--- src/rtl/seg7_pkg.sv ---
`default_nettype none
// ============================================================================
// Module  : seg7_pkg
// Purpose : Shared digit-state encoding, active-high 7-segment codes and
//           binary-to-BCD helpers for the 2-digit count display.
// Revision: 1.0 - initial release
// ============================================================================
package seg7_pkg;

  // Which digit slot the scanner is currently driving
  typedef enum logic {
    DIG0 = 1'b0,  // units
    DIG1 = 1'b1   // tens
  } dig_state_e;

  // Active-high segment codes, bit order gfedcba
  localparam logic [6:0] SEG_0     = 7'h3F;
  localparam logic [6:0] SEG_1     = 7'h06;
  localparam logic [6:0] SEG_2     = 7'h5B;
  localparam logic [6:0] SEG_3     = 7'h4F;
  localparam logic [6:0] SEG_4     = 7'h66;
  localparam logic [6:0] SEG_5     = 7'h6D;
  localparam logic [6:0] SEG_6     = 7'h7D;
  localparam logic [6:0] SEG_7     = 7'h07;
  localparam logic [6:0] SEG_8     = 7'h7F;
  localparam logic [6:0] SEG_9     = 7'h6F;
  localparam logic [6:0] SEG_BLANK = 7'h00;

  // Tens digit of a 0..15 value: only ever 0 or 1
  function automatic logic [3:0] bcd_tens(input logic [3:0] v);
    return (v >= 4'd10) ? 4'd1 : 4'd0;
  endfunction

  // Units digit of a 0..15 value
  function automatic logic [3:0] bcd_units(input logic [3:0] v);
    return v - ((v >= 4'd10) ? 4'd10 : 4'd0);
  endfunction

endpackage
`default_nettype wire

--- src/rtl/seg7_dec.sv ---
`default_nettype none
// ============================================================================
// Module  : seg7_dec
// Purpose : Combinational decimal digit to active-high 7-segment decoder.
//           Non-decimal inputs (10..15) decode to a blank digit.
// Revision: 1.0 - initial release
// ============================================================================
module seg7_dec
  import seg7_pkg::*;
(
  input  logic [3:0] digit_i,
  output logic [6:0] code_o
);

  // Table lookup of the segment pattern for one digit
  always_comb begin
    code_o = SEG_BLANK;
    case (digit_i)
      4'd0:    code_o = SEG_0;
      4'd1:    code_o = SEG_1;
      4'd2:    code_o = SEG_2;
      4'd3:    code_o = SEG_3;
      4'd4:    code_o = SEG_4;
      4'd5:    code_o = SEG_5;
      4'd6:    code_o = SEG_6;
      4'd7:    code_o = SEG_7;
      4'd8:    code_o = SEG_8;
      4'd9:    code_o = SEG_9;
      default: code_o = SEG_BLANK;
    endcase
  end

endmodule
`default_nettype wire

--- src/rtl/seg7_cnt_disp.sv ---
`default_nettype none
// ============================================================================
// Module  : seg7_cnt_disp
// Purpose : Time-multiplexed 2-digit common-anode display of a 0..15 count.
//           The count is latched only at the end of a full units+tens scan so
//           both digits always belong to the same value.
//           Build option LEADING_ZERO_BLANK_EN: blank the tens slot when the
//           tens digit is zero (scan timing is unaffected).
// Revision: 1.0 - initial release
// ============================================================================
module seg7_cnt_disp
  import seg7_pkg::*;
#(
  parameter int REFRESH_DIV = 50000,
  parameter bit SEG_ACT_LOW = 1'b1,
  parameter bit AN_ACT_LOW  = 1'b1
) (
  input  logic       clk,
  input  logic       re,
  input  logic [3:0] val_in,
  output logic [6:0] seg,
  output logic [1:0] an,
  output logic       frame
);

  // A 1-cycle slot still needs a 1-bit counter to keep the declarations legal
  localparam int             c_PW        = (REFRESH_DIV > 1) ? $clog2(REFRESH_DIV) : 1;
  localparam logic [c_PW-1:0] c_PRESC_MAX = c_PW'(REFRESH_DIV - 1);
  // XOR masks: applying them converts active-high patterns to pin polarity,
  // and on their own they are the "everything off" pin value
  localparam logic [6:0]     c_SEG_OFF   = SEG_ACT_LOW ? 7'h7F : 7'h00;
  localparam logic [1:0]     c_AN_OFF    = AN_ACT_LOW  ? 2'b11 : 2'b00;

  logic [c_PW-1:0] presc_q, presc_d;
  dig_state_e      state_q;
  logic [3:0]      hold_q;
  logic            frame_q;
  logic [6:0]      seg_q, seg_d;
  logic [1:0]      an_q, an_d;

  logic            w_tick;
  logic [3:0]      w_tens;
  logic [3:0]      w_units;
  logic [3:0]      w_digit;
  logic [6:0]      w_code;

  assign w_tick  = (presc_q == c_PRESC_MAX);
  assign presc_d = w_tick ? '0 : presc_q + 1'b1;

  assign w_tens  = bcd_tens(hold_q);
  assign w_units = bcd_units(hold_q);
  assign w_digit = (state_q == DIG0) ? w_units : w_tens;

  seg7_dec u_dec (
    .digit_i (w_digit),
    .code_o  (w_code)
  );

  // Prescaler, digit scan FSM and end-of-frame capture of the count
  always_ff @(posedge clk) begin
    if (re) begin
      presc_q <= '0;
      state_q <= DIG0;
      hold_q  <= '0;
      frame_q <= 1'b0;
    end else begin
      presc_q <= presc_d;
      frame_q <= 1'b0;
      if (w_tick) begin
        if (state_q == DIG0) begin
          state_q <= DIG1;
        end else begin
          state_q <= DIG0;
          hold_q  <= val_in;
          frame_q <= 1'b1;
        end
      end
    end
  end

  // Pin-level pattern for the slot currently being scanned
  always_comb begin
    seg_d = w_code ^ c_SEG_OFF;
    an_d  = ((state_q == DIG0) ? 2'b01 : 2'b10) ^ c_AN_OFF;
`ifdef LEADING_ZERO_BLANK_EN
    if ((state_q == DIG1) && (w_tens == 4'd0)) begin
      seg_d = c_SEG_OFF;
      an_d  = c_AN_OFF;
    end
`else
`endif
  end

  // Output registers; reset drives every segment and anode inactive
  always_ff @(posedge clk) begin
    if (re) begin
      seg_q <= c_SEG_OFF;
      an_q  <= c_AN_OFF;
    end else begin
      seg_q <= seg_d;
      an_q  <= an_d;
    end
  end

  assign seg   = seg_q;
  assign an    = an_q;
  assign frame = frame_q;

endmodule
`default_nettype wire

--- config.mk ---
export PLATFORM = sky130hd
export DESIGN_NAME = seg7_cnt_disp
export DESIGN_NICKNAME = d
export VERILOG_FILES = /design/src/rtl/seg7_pkg.sv /design/src/rtl/seg7_dec.sv /design/src/rtl/seg7_cnt_disp.sv
export SDC_FILE = /design/constraint.sdc
export NUM_CORES = 1
export LEC_CHECK = 0
export CORE_MARGIN = 1.5
export CORE_UTILIZATION = 25
export DETAILED_ROUTE_END_ITERATION = 6
export GPL_ROUTABILITY_DRIVEN = 0
export MAX_ROUTING_LAYER = met4
export SLEW_MARGIN = 10
export SYNTH_ARGS = -nofsm -noshare
export SYNTH_HDL_FRONTEND = slang
export SYNTH_SLANG_ARGS = --single-unit
--- constraint.sdc ---
create_clock -name clk -period 2.38 [get_ports clk]
set_input_delay 0.714 -clock clk [delete_from_list [all_inputs] [get_ports clk]]
set_output_delay 0.714 -clock clk [all_outputs]
set_load 0.01 [all_outputs]
==> results.ini <==
[cells_and_area]
stdcell_count=259
drive_above_1_share_pct=12.0
final_common_cell=dfxtp_1
final_cell_mix=dfxtp_1 (31), nor2_1 (21), clkdlybuf4s50_1 (15)
fin_nets=197
insertedDiodeCount=0
area_growth_pct=23.0

[worst_setup_path]
cp-start-kind=flop
cp_top_family=adder cells
r2r_end=seg[1]
max_stage_delay_ns=0.34
crit_slowest_cell=dfxtp_1
cp.arrival_ns=2.20
worstPathMaxFanout=4
startpoint=hold_q[1]
reg2reg_depth=6
cp_common_cell=ha_1
timing.critical_path.buf_inv=0
cp_cell_sequence=o21a_1, ha_1, or2_2, ha_1, nor3b_1, a311o_1
required_ns=2.55
reg2reg_slack_ns=0.35
cp-end-kind=flop
crit_type=reg -> reg
r2r_start=hold_q[1]

[sta]
finalHoldViolCount=0
finalCritPeriodShare_pct=85.3
timing.slew.headroom_pct=70.2
setup-violations-final=0
drv_slew=0
max_freq_mhz=492
whs_ns=0.467
final.min_clock_period_ns=2.03
rsz0062_at_grt=no
worstMarginPinSlew_ns=0.446
setup_tns_ns=0
clock_skew_ns=0.00614

[logic_synthesis]
synth_cell_types=37
synth_top_area_share_pct=41.4
synth_area_mm2=0.00150
synth_area_leaders=dfxtp_1 (41%), xnor2_1 (7.6%), ha_1 (6.7%), nor2_1 (5.3%), a21oi_1 (3.7%)
syn_inst=165
postSynthNetCount=179
synth.avg_cell_area_um2=9.08
ys_ff_latch=31
ys_seq_area_share_pct=41.4
yosys_warnings=0
yosysTopAreaCell=dfxtp_1

[cts]
cts_tree=yes
postCtsHoldBufs=0
cts_buffers=5
cts_root_buf=clkbuf_8
cts_setup_buffers=0
ctsResizeCount=0
cts_buffer_depth=2
h-tree-depth=2
cts.sinks=31
clk_latency_ns=0.28
cts.clk_slew.worst_paths_ns=0.07

[worst_hold_path]
hp-start=presc_q[0]
hold-path-endpoint=presc_q[0]
whs_path_depth=1
hold_class=reg -> reg

[global_routing]
grt_pass1_vias=1070
antenna_found_initial=0
grt_start_max_net_pins=15
groute.usage.overall_pct=10.5
grt_first_pass_wirelength_mm=5.01
grt_overflow=0

[route]
drc=0
vias=1170
wl_mm=2.92
viasPerCell=4.52
drt-initial-drc-count=27
wl_per_cell_um=11.3
drtAntennaViolNets=0
drt_pass1_iterations=4

[placement]
dp_hpwl_mm=2.07
io_buffers=15
dp.cells=251

[die]
die_h_um=80.4
pin_count=16
die_area_mm2=0.00647
core_mm2=0.00585
rows=28
die-width_um=80.4
start_util_pct=25.6

[pwr]
max-vdd-ir-drop_mv=0.247
leakage_nw=0.671
power_mw=1.12
power_density_mw_per_mm2=608

[flow_run]
maxCapViolCount=0

[run_status]
status=complete, no violations

[through the flow]
stage | utilization (%) | setup slack (ns) | area (µm²)
detailed placement | 29.5 | 0.360 | 1730
floorplan | - | 0.443 | 1500
CTS | 31.5 | 0.345 | 1840
global route | 31.5 | 0.252 | 1840
finish | 31.5 | 0.349 | 1840
global placement | 29.5 | 0.377 | 1730
[routing by layer]
layer / vias up / part of all wire, % / GRT usage, %
li1: 604 / - / -
met5: - / 0 / -
met2: 27 / 45 / 16.1
met1: 530 / 47 / 11.9
met3: 9 / 4.4 / 3.18
met4: 0 / 2.7 / 6.55
[worst max-delay path by stage]
stage,to,slack (ns),depth (start not counted)
2_1_floorplan,seg[1],0.44,6
3_3_place_gp,seg[1],0.38,6
3_5_place_dp,seg[1],0.36,6
4_1_cts,seg[1],0.34,6
5_1_grt,seg[1],0.25,6
6_report,seg[1],0.35,6
[logic make-up (layout without fill, tap and decap cells)]
family	count (synthesis)	after routing	synth area share (%)
AND/OR/NAND/NOR	71	71	29.2
flip-flops	31	31	41.4
AO/OA/AOI/OAI	24	24	8.93
XOR/XNOR	16	16	9.35
buffers and inverters	15	34	4.42
adder cells (fa/ha/maj)	8	8	6.68
[area by class of cell]
cell class	count	area [µm²]
Sequential cell	31	621
Multi-Input combinational cell	119	812
Inverter	9	33.8
Timing Repair Buffer	17	165
Fill cell	600	4010
Clock buffer	6	82.6
Clock inverter	2	35.0
Tap cell	75	93.8
[synth_stat cells (all sizes together)]
library cell and n:
o21a 1, a311o 1, nor2 22, nor4 6, or3 1, nor4b 1
and3 2, nor3b 3, a21oi 11, and4bb 2, o21ai 7, a211oi 1
buf 3, nor3 4, dfxtp 31, xnor2 13, or2 1, nand2 12
and2 2, ha 8, a31oi 3, and4 1, clkbuf 3, inv 9
xor2 3, nand4 8, nand3 6
[worst reg2reg max path: stages, from the launching register on]
cell	delay, ns
dfxtp_1	0.34
o21a_1	0.20
ha_1	0.31
or2_2	0.32
ha_1	0.29
nor3b_1	0.14
a311o_1	0.32
[report_power, final]
group          total, mW  leakage, nW  switching [mW]  internal [mW]
clock              0.539       0.0612           0.201          0.338
combinational     0.0457        0.357          0.0203         0.0254
sequential         0.535        0.253         0.00573          0.530
[sequential cells by signal (all words and copies together), names as in the netlist]
signal   cells
frame        1
hold_q       4
seg          7
presc_q     16
an           2
state_q      1
Power figures use the tool's default switching activity.
==> variant 1 (config.mk and constraints unchanged) <==
Register the inputs `re` and `val_in` before use, without a reset. The logic sees them one clock later.
--- a/src/rtl/seg7_cnt_disp.sv
+++ b/src/rtl/seg7_cnt_disp.sv
@@ -31,6 +31,14 @@
   localparam logic [6:0]     c_SEG_OFF   = SEG_ACT_LOW ? 7'h7F : 7'h00;
   localparam logic [1:0]     c_AN_OFF    = AN_ACT_LOW  ? 2'b11 : 2'b00;
 
+  logic re_q;
+  logic [3:0] val_q;
+
+  always_ff @(posedge clk) begin
+    re_q  <= re;
+    val_q <= val_in;
+  end
+
   logic [c_PW-1:0] presc_q, presc_d;
   dig_state_e      state_q;
   logic [3:0]      hold_q;
@@ -58,7 +66,7 @@
 
   // Prescaler, digit scan FSM and end-of-frame capture of the count
   always_ff @(posedge clk) begin
-    if (re) begin
+    if (re_q) begin
       presc_q <= '0;
       state_q <= DIG0;
       hold_q  <= '0;
@@ -71,7 +79,7 @@
           state_q <= DIG1;
         end else begin
           state_q <= DIG0;
-          hold_q  <= val_in;
+          hold_q  <= val_q;
           frame_q <= 1'b1;
         end
       end
@@ -93,7 +101,7 @@
 
   // Output registers; reset drives every segment and anode inactive
   always_ff @(posedge clk) begin
-    if (re) begin
+    if (re_q) begin
       seg_q <= c_SEG_OFF;
       an_q  <= c_AN_OFF;
     end else begin
Check against the original RTL: not equivalent (Yosys sat finds a counterexample within 4 cycles, from zero or initial values).
==> variant 1 against the unedited design <==
Setup slack improved by 0.055 ns; design area did not move; total power fell by 0.36%; sequential cell count rose by 5; critical endpoint is now seg[6]; critical path type unchanged; largest cell class unchanged; cell count fell by 2.7%; clock power fell by 18%; synthesized area rose by 0.50%; wire length fell by 6.3%.
==> variant 1: results (changes against the unedited design) <==
[detailed_routing]
wl_met2_um = 1120  ; -16%
drtIter0Drc = 83  ; +210%
top_layer = met4
wl_met1_um = 1410  ; +1.5%
dr_wl_met3_um = 146  ; +12%
drt_wl_total_um = 2740  ; -6.3%
routedWlPerCell_um = 10.9  ; -3.7%
viasPerCell = 4.52  ; +0.14%

[sta]
relSlewSlack_pct = 74.4  ; +4.2 points
finalSetupTns_ns = 0  ; unchanged
fin_crit_sh_pct = 83.0  ; -2.3 points
fin_worst_skew_ns = 0.00552  ; -0.000616 ns
hold_slack_ns = 0.438  ; -0.0284 ns

[grt]
grt.total_usage_pct = 9.69  ; -0.81 points
globalRouteMet1Util_pct = 12.1  ; +0.19 points
grt_use_met3_pct = 3.86  ; +0.68 points
first_global_vias = 1039  ; -2.9%
gr-usage-met2_pct = 13.3  ; -2.9 points
grt.busiest_layer = met2
grt_pass1_wl_um = 4620  ; -7.7%

[synthesis]
seq_area_frac_synth_pct = 47.8  ; +6.4 points
ys_types = 32  ; -14%
synth_area_leaders = dfxtp_1 48%, ha_1 6.6%, xnor2_1 6.4%
synth_nets = 169  ; -5.6%
synth_common_cells = 36 x dfxtp_1, 18 x nor2_1, 11 x xnor2_1
syn_inst = 155  ; -6.1%

[place]
post-place-cells = 244  ; -2.8%
dpl_cell_area_um2 = 1750  ; +1.6%
pre_cts_ws_ns = 0.405  ; +0.0447 ns

[power]
ir_worst_vdd_uv = 213  ; -13%
leakage_nw = 0.658  ; -2.0%

[critical_path]
slowest_delay_ns = 0.36  ; +0.02 ns
cp_max_fo = 12  ; +8
r2r_slack_ns = 0.40  ; +0.06 ns

[finish]
fin_nets = 190  ; -3.6%
fillers = 640  ; +6.7%
drive_gt1_share_pct = 8.47  ; -3.5 points
fin_util_pct = 31.3  ; -0.19 points

[run_status]
status = completed

## variant 1: cell count changes after synthesis, moves of 3 or more
cell and change:
nor4_1 +6, nand4_1 -3, a31oi_1 -3, nor2_1 -3, a22o_1 +4, o21ai_1 -4, nor3_1 +3, nor4_2 -3
a21oi_1 -6, nand2_1 -5, dfxtp_1 +5
## variant 1: path summary, 6_finish.rpt
check / from / to / cells after the start
setup / recovery: hold_q[2] / seg[6] / 7
hold / removal: val_q[0] / hold_q[0] / 1
setup reg to reg: hold_q[2] / seg[6] / 7
hold reg to reg: val_q[0] / hold_q[0] / 1
## variant 1: cell families (layout without fill, tap and decap cells)
group / count (synthesis) / after routing / share of synthesized area, %
buffers and inverters: 13 / 35 / 3.32
AND/OR/NAND/NOR: 65 / 65 / 24.2
XOR/XNOR: 13 / 13 / 7.56
multiplexers: 2 / 2 / 1.49
flip-flops: 36 / 36 / 47.8
AO/OA/AOI/OAI: 18 / 18 / 8.97
adder cells (fa/ha/maj): 8 / 8 / 6.64
## variant 1: worst max-delay path: cells and delay by family, from the launching register on
kind	cells	cell delay (ns)
AO/OA/AOI/OAI	1	0.21
adder cells (fa/ha/maj)	2	0.39
flip-flops	1	0.33
multiplexers	1	0.36
AND/OR/NAND/NOR	3	0.57
## variant 1: area by class of cell
cell class / instances / area share (%)
timing repair buffer: 17 / 8.96
tap: 75 / 5.09
multi-input combinational: 106 / 39.9
sequential: 36 / 39.1
inverter: 10 / 2.04
clock buffer: 8 / 4.89
## variant 1: report_power, final
group	internal, mW	leakage (nW)	switching (mW)
clock	0.236	0.0455	0.208
combinational	0.0269	0.317	0.0193
sequential	0.617	0.295	0.00816
==> variant 2 (config.mk and constraints unchanged) <==
Made on the original files. The parameter `REFRESH_DIV` goes from 50000 to 100000.
--- a/src/rtl/seg7_cnt_disp.sv
+++ b/src/rtl/seg7_cnt_disp.sv
@@ -11,7 +11,7 @@
 module seg7_cnt_disp
   import seg7_pkg::*;
 #(
-  parameter int REFRESH_DIV = 50000,
+  parameter int REFRESH_DIV = 100000,
   parameter bit SEG_ACT_LOW = 1'b1,
   parameter bit AN_ACT_LOW  = 1'b1
 ) (
Formal check against the unedited RTL: no difference found for any inputs over 10 cycles, from zero or initial values; that may be too few to reach the edited logic, so the function may still have changed.
==> variant 2 against the unedited design <==
Utilization fell by 0.19 points; total power fell by 11%; critical endpoint is now seg[3]; combinational power rose by 9.6%; synthesized area rose by 0.83%; wire length rose by 0.65%; design area did not move; sequential share of layout area rose by 1.1 points; sequential cell count rose by 1; critical path depth did not move; via count rose by 8.1%; setup slack got worse by 0.017 ns; sequential power rose by 4%.
==> variant 2: results (changes against the unedited design) <==
[run_status]
status = completed

[synthesis]
ys_types = 35  ; -5.4%
synth_nets = 187  ; +4.5%
syn_inst = 173  ; +4.8%
synth_area_leaders = dfxtp_1 42%, ha_1 6.6%, xor2_1 4.6%
synth_common_cells = 32 x dfxtp_1, 17 x nor2_1, 11 x a21oi_1, 11 x inv_1, 10 x nand4_1
synthArstFlopShare_pct = 0  ; unchanged
seq_area_frac_synth_pct = 42.4  ; +0.98 points
yosysWarnings = 0  ; unchanged

[power]
clkPwrFrac_pct = 39.2  ; -8.9 points
p_int_uw = 771  ; -14%
powerDensity_nw_per_um2 = 539  ; -11%
comb_power_share_pct = 5.0  ; +0.9 points
leakage_nw = 0.661  ; -1.5%
ir_worst_vdd_uv = 242  ; -1.9%

[critical_path]
cp_max_fo = 4  ; unchanged
cp_slowest_cell = or3_1
slowest_delay_ns = 0.34  ; about the same
crit_family = simple AND/OR/NAND/NOR gates
critPathArrivalTime_ns = 2.27  ; +0.07 ns

[clock_tree]
clk-insertion-delay-late_ns = 0.29

[detailed_routing]
drtIter0Drc = 40  ; +48%
wl_met2_um = 1390  ; +4.4%
dr_wl_met3_um = 171  ; +32%
drt_wl_total_um = 2940  ; +0.65%
wl_met1_um = 1350  ; -2.4%
num_vias = 1265  ; +8.1%
top_layer = met4

[sta]
relSlewSlack_pct = 70.2  ; about the same
fin_worst_skew_ns = 0.00482  ; -0.00132 ns

[finish]
largest_reg_flops = 17  ; +1
final_cells = 269  ; +3.9%
drive_gt1_share_pct = 8.25  ; -3.7 points
fillers = 652  ; +8.7%
fin_nets = 208  ; +5.6%
antenna_cells = 0  ; unchanged

[grt]
grt.total_usage_pct = 10.7  ; +0.15 points
first_global_vias = 1196  ; +12%
grt_pass1_wl_um = 5220  ; +4.1%
grt_max_degree = 18  ; +3

[place]
post-place-cells = 262  ; +4.4%
hpwlAfterDp_um = 2170  ; +4.6%
pre_cts_ws_ns = 0.235  ; -0.125 ns

-- variant 2: cell count changes in the layout (fill, tap and decap cells not counted), sizes merged, moves of 3 or more --
cell	unedited run	this run
buf	2	5
nand2	12	8
nand3	6	10
nor2	22	17
or3	1	4
xnor2	13	6
xor2	3	8
-- variant 2: logic make-up (layout without fill, tap and decap cells) --
family          after synthesis  count (layout)  share of synthesized area, %
fa+ha+maj                     8               8                          6.62
flops                        32              32                          42.4
xor+xnor                     14              14                          8.11
buf+inv                      17              38                          4.55
compound gates               31              31                          12.3
simple gates                 71              71                          26.1
-- variant 2: final timing paths --
path / from / end / slack, ns / cells past startpoint
worst min register to register: presc_q[16] / presc_q[16] / 0.48 / 2
worst max register to register: hold_q[1] / seg[3] / 0.33 / 6
worst max-delay path: hold_q[1] / seg[3] / 0.33 / 6
worst min-delay path: presc_q[16] / presc_q[16] / 0.48 / 2
-- variant 2: per-layer routing --
metal	track usage (%)	vias to the layer above
li1	-	661
met1	11.6	574
met2	18.0	24
met3	3.26	6
met4	4.66	0
met5	-	-
-- variant 2: per-stage QoR --
step	utilization, %	area (µm²)	hold slack (ns)
floorplan	-	1510	0.447
global placement	30.0	1770	0.463
detailed placement	30.0	1770	0.476
CTS	31.3	1840	0.487
global route	31.3	1840	0.518
finish	31.3	1840	0.485
-- variant 2: area by class of cell --
| cell class | instances | area [µm²] | area share (%) |
|---|---|---|---|
| clock buffer | 6 | 72.6 | 3.94 |
| clock inverter | 1 | 5.00 | 0.272 |
| inverter | 11 | 41.3 | 2.24 |
| multi-input combinational | 124 | 802 | 43.5 |
| sequential | 32 | 641 | 34.8 |
| tap | 75 | 93.8 | 5.09 |
| timing repair buffer | 20 | 188 | 10.2 |
